<file path="src/rtl/aes_sub_shift_engine.sv">
// Iterative AES SubBytes + ShiftRows engine, LANES S-box lookups per cycle.
// Define AES_SUBSHIFT_INV_EN to add inv_mode (InvSubBytes + InvShiftRows).
`timescale 1ns/1ps
module aes_sub_shift_engine #(
  parameter int unsigned LANES = 4
) (
  input  logic         clk,
  input  logic         rst_n,
  input  logic         in_valid,
  output logic         in_ready,
  input  logic [127:0] in_state,
`ifdef AES_SUBSHIFT_INV_EN
  input  logic         inv_mode,
`endif
  output logic         out_valid,
  input  logic         out_ready,
  output logic [127:0] out_state,
  output logic         busy
);

  localparam int unsigned NGRP = 16 / LANES;
  localparam int unsigned CW   = (NGRP > 1) ? $clog2(NGRP) : 1;

  if (LANES != 1 && LANES != 2 && LANES != 4 && LANES != 8 && LANES != 16) begin : g_lanes_check
    $error("aes_sub_shift_engine: LANES must be 1, 2, 4, 8 or 16");
  end

  function automatic logic [7:0] gf_mul(input logic [7:0] a, input logic [7:0] b);
    logic [7:0] p, x;
    p = '0;
    x = a;
    for (int i = 0; i < 8; i++) begin
      if (b[i]) p = p ^ x;
      x = {x[6:0], 1'b0} ^ (x[7] ? 8'h1b : 8'h00);
    end
    return p;
  endfunction

  // Multiplicative inverse as a^254; maps 0 to 0 as the S-box requires.
  function automatic logic [7:0] gf_inv(input logic [7:0] a);
    logic [7:0] a2, a3, a12, a15, a240;
    a2   = gf_mul(a, a);
    a3   = gf_mul(a2, a);
    a12  = gf_mul(gf_mul(a3, a3), gf_mul(a3, a3));
    a15  = gf_mul(a12, a3);
    a240 = gf_mul(a15, a15);
    a240 = gf_mul(a240, a240);
    a240 = gf_mul(a240, a240);
    a240 = gf_mul(a240, a240);
    return gf_mul(gf_mul(a240, a12), a2);
  endfunction

  function automatic logic [7:0] fwd_sbox(input logic [7:0] b);
    logic [7:0] i;
    i = gf_inv(b);
    return i ^ {i[6:0], i[7]} ^ {i[5:0], i[7:6]} ^ {i[4:0], i[7:5]} ^ {i[3:0], i[7:4]} ^ 8'h63;
  endfunction

`ifdef AES_SUBSHIFT_INV_EN
  function automatic logic [7:0] inv_sbox(input logic [7:0] b);
    return gf_inv({b[6:0], b[7]} ^ {b[4:0], b[7:5]} ^ {b[1:0], b[7:2]} ^ 8'h05);
  endfunction
`endif

  // Byte k = 4c + r; forward moves column c to c - r, inverse to c + r.
  function automatic logic [3:0] dest_idx(input logic [3:0] k, input logic inv);
    logic [1:0] cd;
    cd = inv ? (k[3:2] + k[1:0]) : (k[3:2] - k[1:0]);
    return {cd, k[1:0]};
  endfunction

  typedef enum logic [1:0] {StIdle, StSub, StDone} state_e;

  state_e        state_q, state_d;
  logic [CW-1:0] grp_q;
  logic [7:0]    src_q [16];
  logic [7:0]    res_q [16];
  logic [7:0]    res_d [16];
  logic [7:0]    lane_out [LANES];
  logic [3:0]    lane_idx [LANES];
  logic          accept, last_grp, inv_q;

  assign accept   = in_valid && in_ready;
  assign last_grp = (grp_q == CW'(NGRP - 1));

  always_ff @(posedge clk or negedge rst_n) begin
    if (!rst_n) state_q <= StIdle;
    else        state_q <= state_d;
  end

  always_comb begin
    state_d = state_q;
    unique case (state_q)
      StIdle:  if (in_valid) state_d = StSub;
      StSub:   if (last_grp) state_d = StDone;
      StDone:  if (out_ready) state_d = in_valid ? StSub : StIdle;
      default: state_d = StIdle;
    endcase
  end

  always_comb begin
    in_ready  = (state_q == StIdle) || (state_q == StDone && out_ready);
    out_valid = (state_q == StDone);
    busy      = (state_q != StIdle);
  end

`ifdef AES_SUBSHIFT_INV_EN
  always_ff @(posedge clk or negedge rst_n) begin
    if (!rst_n)      inv_q <= 1'b0;
    else if (accept) inv_q <= inv_mode;
  end
`else
  assign inv_q = 1'b0;
`endif

  always_comb begin
    for (int l = 0; l < LANES; l++) begin
      lane_idx[l] = 4'(int'(grp_q) * LANES + l);
`ifdef AES_SUBSHIFT_INV_EN
      lane_out[l] = inv_q ? inv_sbox(src_q[lane_idx[l]]) : fwd_sbox(src_q[lane_idx[l]]);
`else
      lane_out[l] = fwd_sbox(src_q[lane_idx[l]]);
`endif
    end
  end

  always_comb begin
    res_d = res_q;
    if (state_q == StSub) begin
      for (int l = 0; l < LANES; l++) res_d[dest_idx(lane_idx[l], inv_q)] = lane_out[l];
    end
  end

  always_ff @(posedge clk or negedge rst_n) begin
    if (!rst_n) begin
      grp_q <= '0;
      for (int i = 0; i < 16; i++) begin
        src_q[i] <= '0;
        res_q[i] <= '0;
      end
    end else begin
      if (accept) begin
        grp_q <= '0;
        for (int i = 0; i < 16; i++) src_q[i] <= in_state[127 - 8*i -: 8];
      end else if (state_q == StSub && !last_grp) begin
        grp_q <= grp_q + 1'b1;
      end
      for (int i = 0; i < 16; i++) res_q[i] <= res_d[i];
    end
  end

  always_comb begin
    out_state = '0;
    for (int i = 0; i < 16; i++) out_state[127 - 8*i -: 8] = res_q[i];
  end

endmodule

</file>
<file path="config.mk">
export PLATFORM = sky130hd
export DESIGN_NAME = aes_sub_shift_engine
export DESIGN_NICKNAME = d
export VERILOG_FILES = /design/src/rtl/aes_sub_shift_engine.sv
export SDC_FILE = /design/constraint.sdc
export NUM_CORES = 2
export LEC_CHECK = 0
export BUFFER_PORTS_ARGS = -buffer_cell sky130_fd_sc_hd__buf_2
export CORE_UTILIZATION = 60
export DETAILED_ROUTE_END_ITERATION = 6
export GPL_TIMING_DRIVEN = 0
export MAX_ROUTING_LAYER = met4
export PLACE_DENSITY = 0.78
export SLEW_MARGIN = 20
export SYNTH_ARGS = -nofsm -noshare
export SYNTH_HDL_FRONTEND = slang
export SYNTH_SLANG_ARGS = --single-unit
</file>
<file path="constraint.sdc">
create_clock -name clk -period 29.6 [get_ports clk]
set_clock_uncertainty 0.2 [all_clocks]
set_input_delay 1.48 -clock clk [delete_from_list [all_inputs] [get_ports clk]]
set_output_delay 1.48 -clock clk [all_outputs]
set_load 0.005 [all_outputs]
</file>
Word-level counts from Yosys, hierarchy flattened
Index checks and enable logic that the tools add are counted.
Operators by class
  add/sub/neg operators: 7
  multipliers: 0
  divide/modulo/power cells: 0
  magnitude comparators: 11
  eq/ne operators: 6
  shifts and indexed selects: 0
  muxes and demuxes: 691
  bitwise gates (word level): 643
  reductions and logical operators: 13
Operator list (count)
  $mux W8: 364
  $xor A8 B8 Y8: 324
  $xor A8 B5 Y8: 308
  $mux W5: 308
  $bwmux W128: 4
  $bmux W8 S4: 4
  $demux W8 S4: 4
  $ge A5 B5 Y1 const B: 7
  $not A4 Y5: 7
  $lt A5 B1 Y1 const B: 4
  $not A4 Y4: 4
  $mux W2: 5
  $add A4 B2 Y4 const B: 2
  $logic_and A1 B1 Y1: 7
  $pmux W2 S3: 1
  $sub A2 B2 Y2: 3
  $add A4 B1 Y4 const B: 1
  $eq A2 B2 Y1 const B: 2
  $ne A2 B2 Y1 const B: 2
  $reduce_bool A2 Y1: 2
  $reduce_and A3 Y1: 1
  $add A2 B1 Y2 const B: 1
  $eq A2 B1 Y1 const B: 1
  $logic_not A2 Y1: 1
  other kinds (4): 4
Word-level totals
  register bits after elaboration: 260
  latch bits: 0
  memory bits (writable): 0
  bits in read-only memories: 0
  bits of input ports: 132
  output and inout bits: 131
  logic and storage cells: 1405
  memories kept: 0

Longest topological paths before layout
  depth in word-level cells: 189
  depth in mapped cells: 88
  depth with buffers taken out: 72

Worst setup path after synthesis
Ideal clock, no wire load.
  path type: register to register
  start point: reg grp_q[0]
  end point: reg res_q (netlist bit out_state[111])
  library setup time: 0.132 ns
  data arrival time: 19.814 ns
  required time: 29.268 ns
  slack: 9.454 ns
  stages on the path, launching flop included: 81
  path buffers: 13
  clock period less this slack: 20.146 ns
  cell sequence: dfrtp_1 -> buf_6 -> buf_6 -> buf_8 -> mux4_2 -> buf_2 -> buf_2 -> clkbuf_1 -> ha_1 -> buf_1 -> xnor3_1 -> nor2b_1 -> xor2_1 -> xnor2_1 -> nor3_1 -> o21ai_0 -> a21boi_1 -> xnor2_1 -> [45 not listed] -> xor2_2 -> mux2_2 -> o221ai_1 -> nand3_1 -> o21ai_1 -> o21ai_0 -> xor2_1 -> xnor3_2 -> xnor2_2 -> xnor3_1 -> nor2_1 -> xnor3_1 -> xor3_1 -> xnor3_2 -> xnor2_2 -> xnor3_2 -> xnor2_2 -> o21ai_1
Between the ends
  longest elaborated chain between the ends: 181
  elaborated cells on any way between the ends: 1341
  classes of those cells: add/sub: 6; order compare: 8; mux: 684; bitwise: 639; reduce/logical: 4
RTL lines
  from (decl): RTL line 75  | logic [CW-1:0] grp_q;
  from (signal assigned): RTL line 146  | grp_q <= grp_q + 1'b1;
  $add A4 B1 Y4 or $not A4 Y5 (tied branches): RTL line 118, 122, 130
  $not A4 Y5 (not written as such) or $bmux W8 S4 (tied branches): RTL line 122  | lane_out[l] = fwd_sbox(src_q[lane_idx[l]]);
  $bmux W8 S4 or $mux W8 (tied branches): RTL line 122
  $mux W8 (not written as such): RTL line 122
  $mux W8 (not written as such) (tied with other cells): RTL line 122
  $mux W5 (tied with other cells): RTL line 34  | x = {x[6:0], 1'b0} ^ (x[7] ? 8'h1b : 8'h00);
  $xor A8 B5 Y8 (tied with other cells): RTL line 34
  $xor A8 B8 Y8 or $mux W8 (tied branches): RTL line 33  | if (b[i]) p = p ^ x;
  [162 not listed]
  $xor A8 B8 Y8 or $mux W8 (tied branches): RTL line 33
  $mux W8 or $xor A8 B8 Y8 (tied branches): RTL line 33
  $xor A8 B8 Y8 or $mux W8 (tied branches): RTL line 33
  $mux W8 or $xor A8 B8 Y8 (tied branches): RTL line 33, 56
  $xor A8 B8 Y8 (3 in a row): RTL line 56  | return i ^ {i[6:0], i[7]} ^ {i[5:0], i[7:6]} ^ {i[4:0], i[7:5]} ^ {i[3:0], i[7:4]} ^ 8'h63;
  $xor A8 B8 Y8 or $bwmux W128 (tied branches): RTL line 56, 130
  $bwmux W128 (2 in a row): RTL line 130  | for (int l = 0; l < LANES; l++) res_d[dest_idx(lane_idx[l], inv_q)] = lane_out[l];
  $bwmux W128 (*): RTL line 130
  to (signal, indexed assignment): RTL line 139  | res_q[i] <= '0;
  to (decl): RTL line 77  | logic [7:0] res_q [16];
Mark *: on every way between the ends. The rest lies on a longest branch, timed or not. The select of a mux whose other input is x is not followed.
A chain may end at the register's enable or synchronous reset.

Worst setup path in the final report
  start point: reg grp_q[1]
  end point: reg res_q (netlist bit out_state[93])
Between the ends
  longest elaborated chain between the ends: 182
  elaborated cells on any way between the ends: 1345
  classes of those cells: add/sub: 6; order compare: 8; mux: 684; bitwise: 643; reduce/logical: 4
RTL lines (RTL line)
  $add A4 B1 Y4 or $not A4 Y5 (tied branches): 118, 122, 130
  $not A4 Y5 (not written as such) or $bmux W8 S4 (tied branches): 122
  $bmux W8 S4 or $mux W8 (tied branches): 122
  $mux W8 (not written as such): 122
  $mux W8 (not written as such) (tied with other cells): 122
  $mux W5 (tied with other cells): 34
  $xor A8 B5 Y8 (tied with other cells): 34
  $xor A8 B8 Y8 or $mux W8 (tied branches): 33
  [163 not listed]
  $mux W8 or $xor A8 B8 Y8 (tied branches): 33
  $xor A8 B8 Y8 or $mux W8 (tied branches): 33
  $mux W8 or $xor A8 B8 Y8 (tied branches): 33, 56
  $xor A8 B8 Y8 (3 in a row): 56
  $xor A8 B8 Y8 or $not A4 Y4 (tied branches)
  $not A4 Y4 (no source line) or $bwmux W128 (tied branches)
  $bwmux W128 (2 in a row): 130
  $bwmux W128 (*): 130
Marked as above.

==> reports/metrics.yaml <==
status: "finished with violations"
violations: "DRC"
grt-ovfl-total: 0
crit_required_ns: 29.85
slew_viol_final: 0
synth_top_area_share_pct: 19.3
clkSinkCount: 260
async_reset_ff_share_pct: 100
post-route-period-util_pct: 86.2
antenna_found_initial: 7
relSlewSlack_pct: 18.8
syn_nets: 6349
hpwlAfterDp_um: 119000
insertion_delay_ns: 0.61
drt_iter0_markers: 4869
fin_nets: 6642
critPathMostFrequentCell: "xnor2_1"
post_cts_resized: 0
drive_above_1_share_pct: 14.0
dp_slack_ns: 4.68
tns_ns: 0
grt_use_total_pct: 34.4
synth.avg_cell_area_um2: 8.57
worstSetupPathType: "register to register"
hold_viol_final: 0
io_pins: 263
crit_start: "grp_q[1]"
cp_max_fo: 10
rsz0062_at_grt: "false"
wire_per_inst_um: 20.3
multiInputGateArea_um2: 44400
tightest_slew_ns: 1.21
grt_pass1_wl_um: 244000
clockBufferDepth: 3
worst_setup_path_start_kind: "register"
post-route-drc-count: 2
ys_seq_area_share_pct: 12.3
io_buffers: 262
synth_seq_cells: 260
wirelength_um: 155000
tritoncts: "built"
synth_common_cells: "xnor2_1 (1166), nand2_1 (734), nor2_1 (635), xor2_1 (377), xnor3_1 (311)"
synth_warnings: 0
fp.dieArea_um2: 89500
clkTransAtPathRegs_ns: 0.08
period_needed_ns: 25.50
final_area_um2: 56800
hold_start: "out_state[117]"
die_w_um: 299
worst_ep_arrival_time_ns: 25.75
max_stage_delay_ns: 0.76
r2r_start: "grp_q[1]"
viasPerCell: 6.16
max_freq_mhz: 39.2
vias: 47100
cp-end-kind: "register"
yosys.cell_types.count: 123
ant_nets: 0
min_path_type: "register to register"
gp_congestion: 1.03
cts_made_buffers: 27
critPathSlowestCell: "xnor2_1"
htree_levels: 1
nFillCells: 7397
synth_cells: 6181
firstDrtPassIters: 7
worst_slack_ns: 4.10
place_area_um2: 55800
drv_cap: 0
grt_max_degree: 97
synthToLayoutAreaGrowth_pct: 7.09
synth_largest_area_cell: "xnor2_1"
core_area_um2: 87200
post-cts-setup-buffers: 0
yosysMostFrequentCell: "xnor2_1"
ys.flop_type: "dfrtp_1"
fp.dieH_um: 299
first_global_vias: 44300
cts_root_buf: "clkbuf_16"
yosys-top-cells-area: "xnor2_1 (19%), xnor3_1 (13%), dfrtp_1 (12%), xor2_1 (6.2%), nand2_1 (5.2%)"
row_count: 108
seqCellArea_um2: 6510
start_util_pct: 60.8
finalSetupViolCount: 0
synthesis.area_um2: 53000
synth_enable_flop_cells: 0
cts_hold_buf: 0
==> metrics by stage <==
stage               hold WS [ns]  utilization [%]  cells
floorplan                  0.273                -   6181
finish                     0.280             65.1   7655
global placement           0.258             64.0   7598
detailed placement         0.265             64.1   7600
CTS                        0.280             65.1   7648
global route               0.292             65.1   7653
==> worst paths after layout <==
check	end	slack, ns	cells after the start
setup / recovery	out_state[93]	4.10	81
hold / removal	out_state[117]	0.28	2
setup reg to reg	out_state[93]	4.10	81
hold reg to reg	out_state[117]	0.28	2
max in group asynchronous	out_state[121]	27.58	2
min in group asynchronous	out_state[5]	0.67	1
==> final cells by class <==
type	count	area share (%)
Clock inverter	13	0.247
Antenna cell	7	0.0309
Inverter	107	0.708
Clock buffer	35	1.31
Timing Repair Buffer	264	2.42
Buffer	390	3.11
Sequential cell	260	11.5
Multi-Input combinational cell	5424	78.2
Tap cell	1155	2.55
==> placed cells by master, fill, tap and decap left out, types with 19 or more instances in the layout <==
master,n
or3_1,22
mux4_2,33
xor2_2,29
nand3_1,105
nand4_1,20
a22oi_1,32
buf_2,374
nand2b_1,62
a31oi_1,44
xor3_1,33
o211ai_1,24
mux2_2,182
xor2_1,376
clkbuf_1,221
xnor2_2,79
nor2_1,635
o21ai_1,82
a211oi_1,40
nor3b_1,28
nor3_1,119
ha_1,36
o21ai_0,215
o221ai_1,24
inv_1,78
nor4_1,19
buf_1,28
and2_1,45
mux2i_1,178
a21oi_1,214
dfrtp_1,260
clkbuf_16,27
and3_1,30
xnor2_1,1163
nor2b_1,62
nand2_1,734
o22ai_1,57
or2_2,21
xnor3_1,311
inv_2,21
==> worst max-delay path, delay by kind of cell (launching register included) <==
| kind | cells | cell delay, ns |
|---|---|---|
| buffers and inverters | 18 | 5.47 |
| AO/OA/AOI/OAI | 6 | 0.99 |
| AND/OR/NAND/NOR | 11 | 1.39 |
| XOR/XNOR | 37 | 13.45 |
| adder cells (fa/ha/maj) | 7 | 2.51 |
| flip-flops | 1 | 0.62 |
| multiplexers | 2 | 0.62 |
==> per-layer routing <==
layer / share of wire (%) / global-route usage, % / vias up
met4: 3.1 / 9.65 / 0
met2: 46 / 54.1 / 2254
met1: 42 / 46.1 / 22700
met3: 9.3 / 5.19 / 355
li1: - / - / 21800
met5: 0 / - / -
==> state kept, by name (all words and copies together), names as in the netlist <==
name       count
out_state    128
state_q        2
src_q        128
grp_q          2
==> kinds of logic after synthesis <==
logic type / after synthesis / share of synthesized area (%)
buffers and inverters: 497 / 4.07
and+or+nand+nor: 1963 / 16.5
adders and majority gates: 38 / 0.888
xor gates and xnor gates: 2024 / 45.0
DFF: 260 / 12.3
muxes: 396 / 8.70
AOI/OAI and AO/OA: 1003 / 12.6
Power is not shown: default switching activity piles up to over one toggle a cycle in this logic, so the estimate is an artifact.
